## src/rtl/tone_pkg.sv

```systemverilog
// Shared types and constants for the colour-to-tone path (mapper and synthesizer).
package tone_pkg;

  localparam int FREQ_W = 10;

  // Note frequencies in Hz, shared with the colour-to-frequency mapper
  localparam int RED_FREQ    = 440;
  localparam int BLUE_FREQ   = 494;
  localparam int GREEN_FREQ  = 523;
  localparam int YELLOW_FREQ = 587;

  typedef enum logic [1:0] {IDLE, PLAY, DRAIN} tone_state_t;

endpackage

```

## src/rtl/tone_nco.sv

```systemverilog
// Phase accumulator for the tone synthesizer: adds 2*freq per cycle and flags a
// half-period toggle whenever the sum reaches CLK_HZ, keeping the remainder.
module tone_nco #(
  parameter int CLK_HZ = 50_000_000,
  parameter int FREQ_W = tone_pkg::FREQ_W
) (
  input  logic              clk_i,
  input  logic              rst_i,
  input  logic              run_i,
  input  logic              clear_i,
  input  logic [FREQ_W-1:0] freq_i,
  output logic              toggle_o
);

  localparam int AW = $clog2(CLK_HZ) + 1;
  localparam logic [AW-1:0] LIMIT = AW'(CLK_HZ);

  logic [AW-1:0] acc_q, acc_d, nxt;

  // Sum stays below 2*CLK_HZ, which fits in AW bits, so no carry is lost
  always_comb begin
    nxt      = acc_q + AW'({freq_i, 1'b0});
    toggle_o = run_i && (nxt >= LIMIT);
    acc_d    = acc_q;
    if (clear_i) begin
      acc_d = '0;
    end else if (run_i) begin
      acc_d = toggle_o ? (nxt - LIMIT) : nxt;
    end
  end

  always_ff @(posedge clk_i) begin
    if (rst_i) begin
      acc_q <= '0;
    end else begin
      acc_q <= acc_d;
    end
  end

endmodule

```

## src/rtl/tone_synth.sv

```systemverilog
// Square-wave tone synthesizer: starts, stops and retunes only on period boundaries.
// Optional minimum tone duration enabled by defining TONE_MIN_HOLD_EN.
module tone_synth #(
  parameter int CLK_HZ      = 50_000_000,
  parameter int FREQ_W      = tone_pkg::FREQ_W,
  parameter int MIN_HOLD_MS = 100
) (
  input  logic              clk,
  input  logic              rst,
  input  logic              sound,
  input  logic [FREQ_W-1:0] frequency,
  output logic              speaker,
  output logic              active,
  output logic              period_tick,
  output logic [FREQ_W-1:0] freq_q
);

  import tone_pkg::*;

  if (CLK_HZ < 2048 || MIN_HOLD_MS < 0) begin : g_param_check
    $error("tone_synth: CLK_HZ must be >= 2048 and MIN_HOLD_MS non-negative");
  end

  tone_state_t       state_q, state_d;
  logic              speaker_q, speaker_d;
  logic              tick_q, tick_d;
  logic              active_q, active_d;
  logic [FREQ_W-1:0] freq_d;
  logic              req, keep, clear, toggle;

  assign req = sound && (frequency != '0);

`ifdef TONE_MIN_HOLD_EN
  localparam longint HOLD_L = longint'(CLK_HZ) * MIN_HOLD_MS / 1000;
  localparam int     HW     = (HOLD_L < 2) ? 1 : $clog2(HOLD_L + 1);

  logic [HW-1:0] hold_q, hold_d;

  // Loaded when a tone starts; while nonzero the tone is kept alive regardless of req
  always_comb begin
    hold_d = hold_q;
    if (state_q == IDLE) begin
      hold_d = (state_d != IDLE) ? HW'(HOLD_L) : '0;
    end else if (hold_q != '0) begin
      hold_d = hold_q - 1'b1;
    end
  end

  always_ff @(posedge clk) begin
    if (rst) begin
      hold_q <= '0;
    end else begin
      hold_q <= hold_d;
    end
  end

  assign keep = req || (hold_q != '0);
`else
  assign keep = req;
`endif

  tone_nco #(
    .CLK_HZ (CLK_HZ),
    .FREQ_W (FREQ_W)
  ) u_nco (
    .clk_i    (clk),
    .rst_i    (rst),
    .run_i    (state_q != IDLE),
    .clear_i  (clear),
    .freq_i   (freq_q),
    .toggle_o (toggle)
  );

  always_comb begin
    state_d   = state_q;
    speaker_d = speaker_q;
    tick_d    = 1'b0;
    freq_d    = freq_q;
    clear     = 1'b0;
    unique case (state_q)
      IDLE: begin
        clear     = 1'b1;
        speaker_d = 1'b0;
        freq_d    = '0;
        if (req) begin
          state_d   = PLAY;
          speaker_d = 1'b1;
          tick_d    = 1'b1;
          freq_d    = frequency;
        end
      end
      PLAY, DRAIN: begin
        state_d = keep ? PLAY : DRAIN;
        if (toggle && speaker_q) begin
          speaker_d = 1'b0;
        end else if (toggle) begin
          // Rising edge is the period boundary: the only place to retune or stop
          if (keep) begin
            state_d   = PLAY;
            speaker_d = 1'b1;
            tick_d    = 1'b1;
            if (req) begin
              freq_d = frequency;
            end
          end else begin
            state_d = IDLE;
            freq_d  = '0;
            clear   = 1'b1;
          end
        end
      end
      default: state_d = IDLE;
    endcase
  end

  assign active_d = (state_d != IDLE);

  always_ff @(posedge clk) begin
    if (rst) begin
      state_q   <= IDLE;
      speaker_q <= 1'b0;
      tick_q    <= 1'b0;
      active_q  <= 1'b0;
      freq_q    <= '0;
    end else begin
      state_q   <= state_d;
      speaker_q <= speaker_d;
      tick_q    <= tick_d;
      active_q  <= active_d;
      freq_q    <= freq_d;
    end
  end

  assign speaker     = speaker_q;
  assign period_tick = tick_q;
  assign active      = active_q;

endmodule
```

## config.mk

```make
export PLATFORM = sky130hd
export DESIGN_NAME = tone_synth
export DESIGN_NICKNAME = d
export VERILOG_FILES = /design/src/rtl/tone_pkg.sv /design/src/rtl/tone_nco.sv /design/src/rtl/tone_synth.sv
export SDC_FILE = /design/constraint.sdc
export NUM_CORES = 1
export LEC_CHECK = 0
export CAP_MARGIN = 5
export CORE_MARGIN = 2
export CORE_UTILIZATION = 60
export DETAILED_ROUTE_END_ITERATION = 8
export PLACE_DENSITY = 0.85
export SLEW_MARGIN = 20
export SYNTH_ARGS = -nofsm -noshare
export SYNTH_HDL_FRONTEND = slang
export SYNTH_SLANG_ARGS = --single-unit
```

## constraint.sdc

```tcl
create_clock -name clk -period 5.8 [get_ports clk]
set_input_delay 0.58 -clock clk [delete_from_list [all_inputs] [get_ports clk]]
set_output_delay 0.58 -clock clk [all_outputs]
set_load 0.1 [all_outputs]
```

# == Word level (Yosys, flattened, before mapping) ==
# Cells that the tools add are included.
# word_totals
ff_bits,42
in_bits,13
output_inout_bits,13
elab_cells,50
# op_classes
add_sub_neg,2
order_cmp,1
eq_ne,6
muxes,23
reduce_logical,12
# ops
cell,count
$mux 10,3
$add 27x11->27,1
$ge 27x26->1 const B,1
$mux 27,1
$sub 27x26->27 const B,1
$pmux 10 s2,1
$mux 1,10
$reduce_bool 10->1,1
$mux 2,4
$ne 3x3->1 const B,2
$pmux 1 s2,3
$reduce_and 3->1,2
$reduce_bool 2->1,3
$ne 2x2->1 const B,2
$pmux 2 s2,1
$reduce_or 2->1,2
$logic_and 1x1->1,3
$eq 2x1->1 const B,1
$eq 2x2->1 const B,1
$logic_not 2->1,1

# == Depth between registers and ports, before layout ==
# logic_depth
ltp_word,7
mapped_depth,18
depth_no_buf,17

# == By module ==
# A second synthesis with hierarchy kept.
# hier_totals
cells_unflattened,417
area_unflattened_um2,3337.0
# modules_own_cells
module,n_inst,cells_each,area_per_inst_um2,seq_area_each_um2
tone_nco,1,339,2671.3,520.5
tone_synth,1,78,665.6,300.3

# == Least setup slack after synthesis ==
# OpenSTA, ideal clock, no wires.
# synth_timing
kind,reg-to-reg
start,register freq_q[0]
end,"register active_q, in the netlist active"
setup_ns,0.058
t_arrival_ns,4.470
t_required_ns,5.742
setup_slack_ns,1.272
path_stages_with_launch,19
n_path_buf,1
synth_period_minus_slack_ns,4.528
path_cell_list,dfxtp_1 > ha_1 > inv_1 > fa_1 > nand2b_1 > a21bo_2 > a21boi_0 > nor2_1 > ha_1 > nand3_1 > nor4_1 > a2111oi_2 > nor4_2 > o2111ai_2 > and2_4 > buf_6 > o21ai_1 > a2111oi_2 > or2_1
# synth_via
elab_chain_cells,7
word_cells_on_any_way,8
classes_between,add/sub (1); order compare (1); mux (3); reduce/logical (3)
# synth_rtl
element,line_no,text
start: declaration,tone_synth.sv:15,output logic [FREQ_W-1:0] freq_q
start signal: assignment,tone_synth.sv:130,freq_q <= freq_d;
$add 27x11->27 (*),tone_nco.sv:22,"nxt = acc_q + AW'({freq_i, 1'b0});"
$ge 27x26->1 (*),tone_nco.sv:23,toggle_o = run_i && (nxt >= LIMIT);
$logic_and 1x1->1 (*),tone_nco.sv:23,
$mux 2 / $logic_and 1x1->1 (equally long branches),"tone_synth.sv:96, tone_synth.sv:94",
$mux 2 (*),tone_synth.sv:94,if (toggle && speaker_q) begin
$pmux 2 s2 (*),tone_synth.sv:80,unique case (state_q)
$reduce_bool 2->1 (*),tone_synth.sv:116,assign active_d = (state_d != IDLE);
end signal: assignment,tone_synth.sv:129,active_q <= active_d;
end: declaration,tone_synth.sv:27,"logic active_q, active_d;"
# Mark *: on every way between the ends. The rest lies on a longest branch, timed or not.
# A chain may end at the register's enable or synchronous reset.

# == Worst setup path after layout ==
# layout_timing
start,register freq_q[0]
end,register u_nco.acc_q[2]
# layout_via
elab_chain_cells,7
word_cells_on_any_way,10
classes_between,add/sub (2); order compare (1); mux (4); reduce/logical (3)
# layout_rtl
element,line_no,text
$add 27x11->27 (*),tone_nco.sv:22,
$ge 27x26->1,tone_nco.sv:23,
$logic_and 1x1->1,tone_nco.sv:23,
$mux 1 / $logic_and 1x1->1 (equally long branches),"tone_synth.sv:96, tone_synth.sv:94",
$mux 1,tone_synth.sv:94,
$pmux 1 s2,tone_synth.sv:80,
$reduce_or 2->1 (no source line),n/a,
end signal: assignment,tone_nco.sv:34,acc_q <= '0;
end signal: assignment,tone_nco.sv:36,acc_q <= acc_d;
end: declaration,tone_nco.sv:18,"logic [AW-1:0] acc_q, acc_d, nxt;"
# Marks and branches as above.

==> flow_summary.ini <==
[clocking]
h-tree-depth = 2
hold_buffers = 0
cts_setup_buffers = 0
clockBufferDepth = 2
clk_pin_slew_ns = 0.08
numCtsBuffers = 5
clock-root-buffer = clkbuf_8
cts_tree = done
post_cts_resized = 0
cts_sinks = 41
clock_latency_ns = 0.30

[pwr]
seqPwrFrac_pct = 34.3
combPwrFrac_pct = 44.8
internal-power_w = 0.0005099
power.density_mw_per_mm2 = 251.4
power.static_leakage_nw = 1.276
ir_drop_uv = 296.7
switchingPower_w = 0.0004304
p_clk_share_pct = 20.9
swShare_pct = 45.77

[synthesis]
synth_compound_area_share_pct = 29.96
async_reset_ff_share_pct = 0
synth_top_cell_area_share_pct = 24.08
synth.distinct_cells = 70
synth.largest_area_cell = dfxtp_1
syn_nets = 474
synth_warnings = 0
synth.avg_cell_area_sq_um = 7.642
synth.area.top_cells = dfxtp_1 (24%), a21oi_1 (7.2%), nand2_1 (5.8%)
seq_area_frac_synth_pct = 24.08
synth_seq_cells = 41
netlist_area_sq_mm = 0.003408
synthCells = 446
synth_xor_xnor_area_share_pct = 7.452
ys.flop_type = dfxtp_1
synth_edf_count = 0
synth_fa_ha_area_share_pct = 5.727
synth_top_family_by_area = compound AO/OA/AOI/OAI gates
synth_mux_area_share_pct = 1.505
synth-simple-area-share_pct = 26.17

[sta]
finalSetupTns_ns = 0
maxSlewViolCount = 0
worst_slew_pin_slew_ns = 1.020
fin_crit_sh_pct = 81.83
hold_viol_final = 0
max-slew-margin-rel_pct = 31.78
rsz0062_at_grt = no
skew_ns = 0.008029
timing.hold.ws_ns = 0.4765
min_period_ns = 4.746
setup_violations = 0
fmaxAchievable_mhz = 210.7

[detailed_routing]
ant_nets = 0
remaining_drc_errors = 0
vias = 3424
via_per_inst = 6.473
wl_um = 9069
wire_per_inst_um = 17.14
initialDrtViolationCount = 281
dr.pass1.iters = 7

[run_status]
status = finished, final reports clean

[grt]
grt_pass1_vias = 3262
grt_max_degree = 28
overflow = 0
track_usage_pct = 30.04
antenna_found_initial = 0
grt_pass1_wl_um = 15140

[worst_setup_path]
path_cells = ha_1 -> inv_1 -> fa_1 -> nand2b_1 -> a21bo_2 -> a211oi_2 -> o211a_1 -> nor3_1 -> a31oi_1 -> nand2_1 -> and2_4 -> o41ai_4 -> buf_4 -> nor2_1
required_ns = 6.00
critPathCaptureType = flip-flop
path_delay_family = compound AO/OA/AOI/OAI gates
cp_slowest_stage_delay_ns = 0.90
worstSetupStartpointType = flip-flop
path_class = flip-flop to flip-flop
cp.buffers_inverters = 2
cp_max_fo = 17
slowest_stage = o41ai_4
critPathArrivalTime_ns = 4.94

[job]
drv_cap = 0

[die]
io_pins = 26
die_area_sq_mm = 0.006300
fp.dieW_um = 79.37
row_count = 27
chipHeight_um = 79.37
initial_core_util_pct = 61.90
core-area_sq_mm = 0.005507

[hold_path]
hp-class = flip-flop to flip-flop

[layout]
area_growth_pct = 9.728
num_antenna_cells = 0
regArea_sq_um = 820.8
multiInputGateArea_sq_mm = 0.002414
nets = 485
drive_gt1_share_pct = 8.315
fill_cells = 460

[placed_design]
portBuffers = 25
place_hpwl_um = 6655
gp_congestion = 0.9418
==> cells in the mapped netlist, types with 4 or more instances <==
library cell  instances
nand3_1              20
xor2_1               10
and2_1                5
a211oi_2              5
ha_1                 14
o21ai_0              19
nor3_1                9
clkbuf_1             13
a211oi_1              8
xnor2_1              19
mux2i_1               4
nand2_1              53
buf_2                 6
inv_1                13
dfxtp_1              41
nor4_1                4
a21oi_2               5
nand4_1              10
nor2b_1               5
or3_1                10
o21ai_2               4
o21ai_1               5
nor2_1               45
a21oi_1              49
==> power by group through the flow <==
stage               Sequential (W)  Clock [W]  Combinational (W)
CTS                       0.000322   0.000200           0.000419
global route              0.000324   0.000211           0.000449
detailed placement        0.000328          0           0.000416
global placement          0.000327          0           0.000407
floorplan                 0.000428          0           0.000216
finish                    0.000322   0.000197           0.000421
==> tightest hold or removal path, cell delays in order, from the launching register on <==
cell     delay (ns)
dfxtp_1        0.32
nand2_1        0.06
a21oi_1        0.05
==> layer usage <==
layer  vias to the layer above  part of all wire, %  GRT usage, %
li1                       1648                    -             -
met1                      1593                   45         40.94
met2                       163                   47         48.73
met3                        20                  6.3         4.525
met4                         0                  1.8         9.828
met5                         -                    0             0
==> cell families (layout without fill, tap and decap cells) <==
logic type / Yosys count / after routing
adders and majority gates: 15 / 15
buffers and inverters: 38 / 49
xor gates and xnor gates: 29 / 29
and+or+nand+nor: 180 / 180
DFF: 41 / 41
AOI/OAI and AO/OA: 138 / 138
muxes: 5 / 5
==> state kept, by name, summed over array words and instances, names as in the netlist <==
signal	cells
speaker	1
state_q	2
period_tick	1
freq_q	10
active	1
u_nco.acc_q	26
==> area by class of cell <==
| cell class | count | share of cell area [%] |
|---|---|---|
| clock inverter | 1 | 0.2007 |
| clock buffer | 6 | 2.208 |
| tap | 72 | 2.409 |
| multi-input combinational | 367 | 64.54 |
| inverter | 14 | 1.405 |
| timing repair buffer | 28 | 7.293 |
| sequential | 41 | 21.95 |
==> layout by cell type (no fill, tap or decap), drive strengths merged, types with 3 or more instances in the layout <==
cell,Yosys,final
clkdlybuf4s50,0,25
mux2i,4,4
buf,10,3
nor2,45,45
or2,3,3
nand3,20,20
a211oi,13,13
inv,13,13
and2,6,6
o211ai,3,3
clkbuf,14,6
nor4,6,6
nor4b,3,3
a21boi,5,5
a31oi,3,3
nand2,53,53
nand4,10,10
xnor2,19,19
o211a,3,3
ha,14,14
or3,10,10
a21oi,55,55
o21a,3,3
and4,3,3
nor3,9,9
or4,3,3
xor2,10,10
a2111oi,3,3
o21ai,28,28
dfxtp,41,41
nor2b,5,5
==> worst paths after layout <==
path                       start        endpoint  slack (ns)  cells past startpoint
setup / recovery       freq_q[0]  u_nco.acc_q[2]        1.05                     14
hold / removal    u_nco.acc_q[9]  u_nco.acc_q[9]        0.48                      2
setup reg to reg       freq_q[0]  u_nco.acc_q[2]        1.05                     14
hold reg to reg   u_nco.acc_q[9]  u_nco.acc_q[9]        0.48                      2
==> per-stage QoR <==
step	cells	instance area, sq um	power, W	setup slack [ns]	util (%)
final	529	3740	0.0009403	1.054	67.92
after global routing	529	3740	0.0009849	0.8156	67.92
after CTS	529	3740	0.0009406	1.101	67.92
after detailed placement	522	3650	0.0007437	1.130	66.28
after global placement	522	3650	0.0007334	1.247	66.28
after floorplan	446	3408	0.0006440	1.272	-
Power figures use the tool's default switching activity.
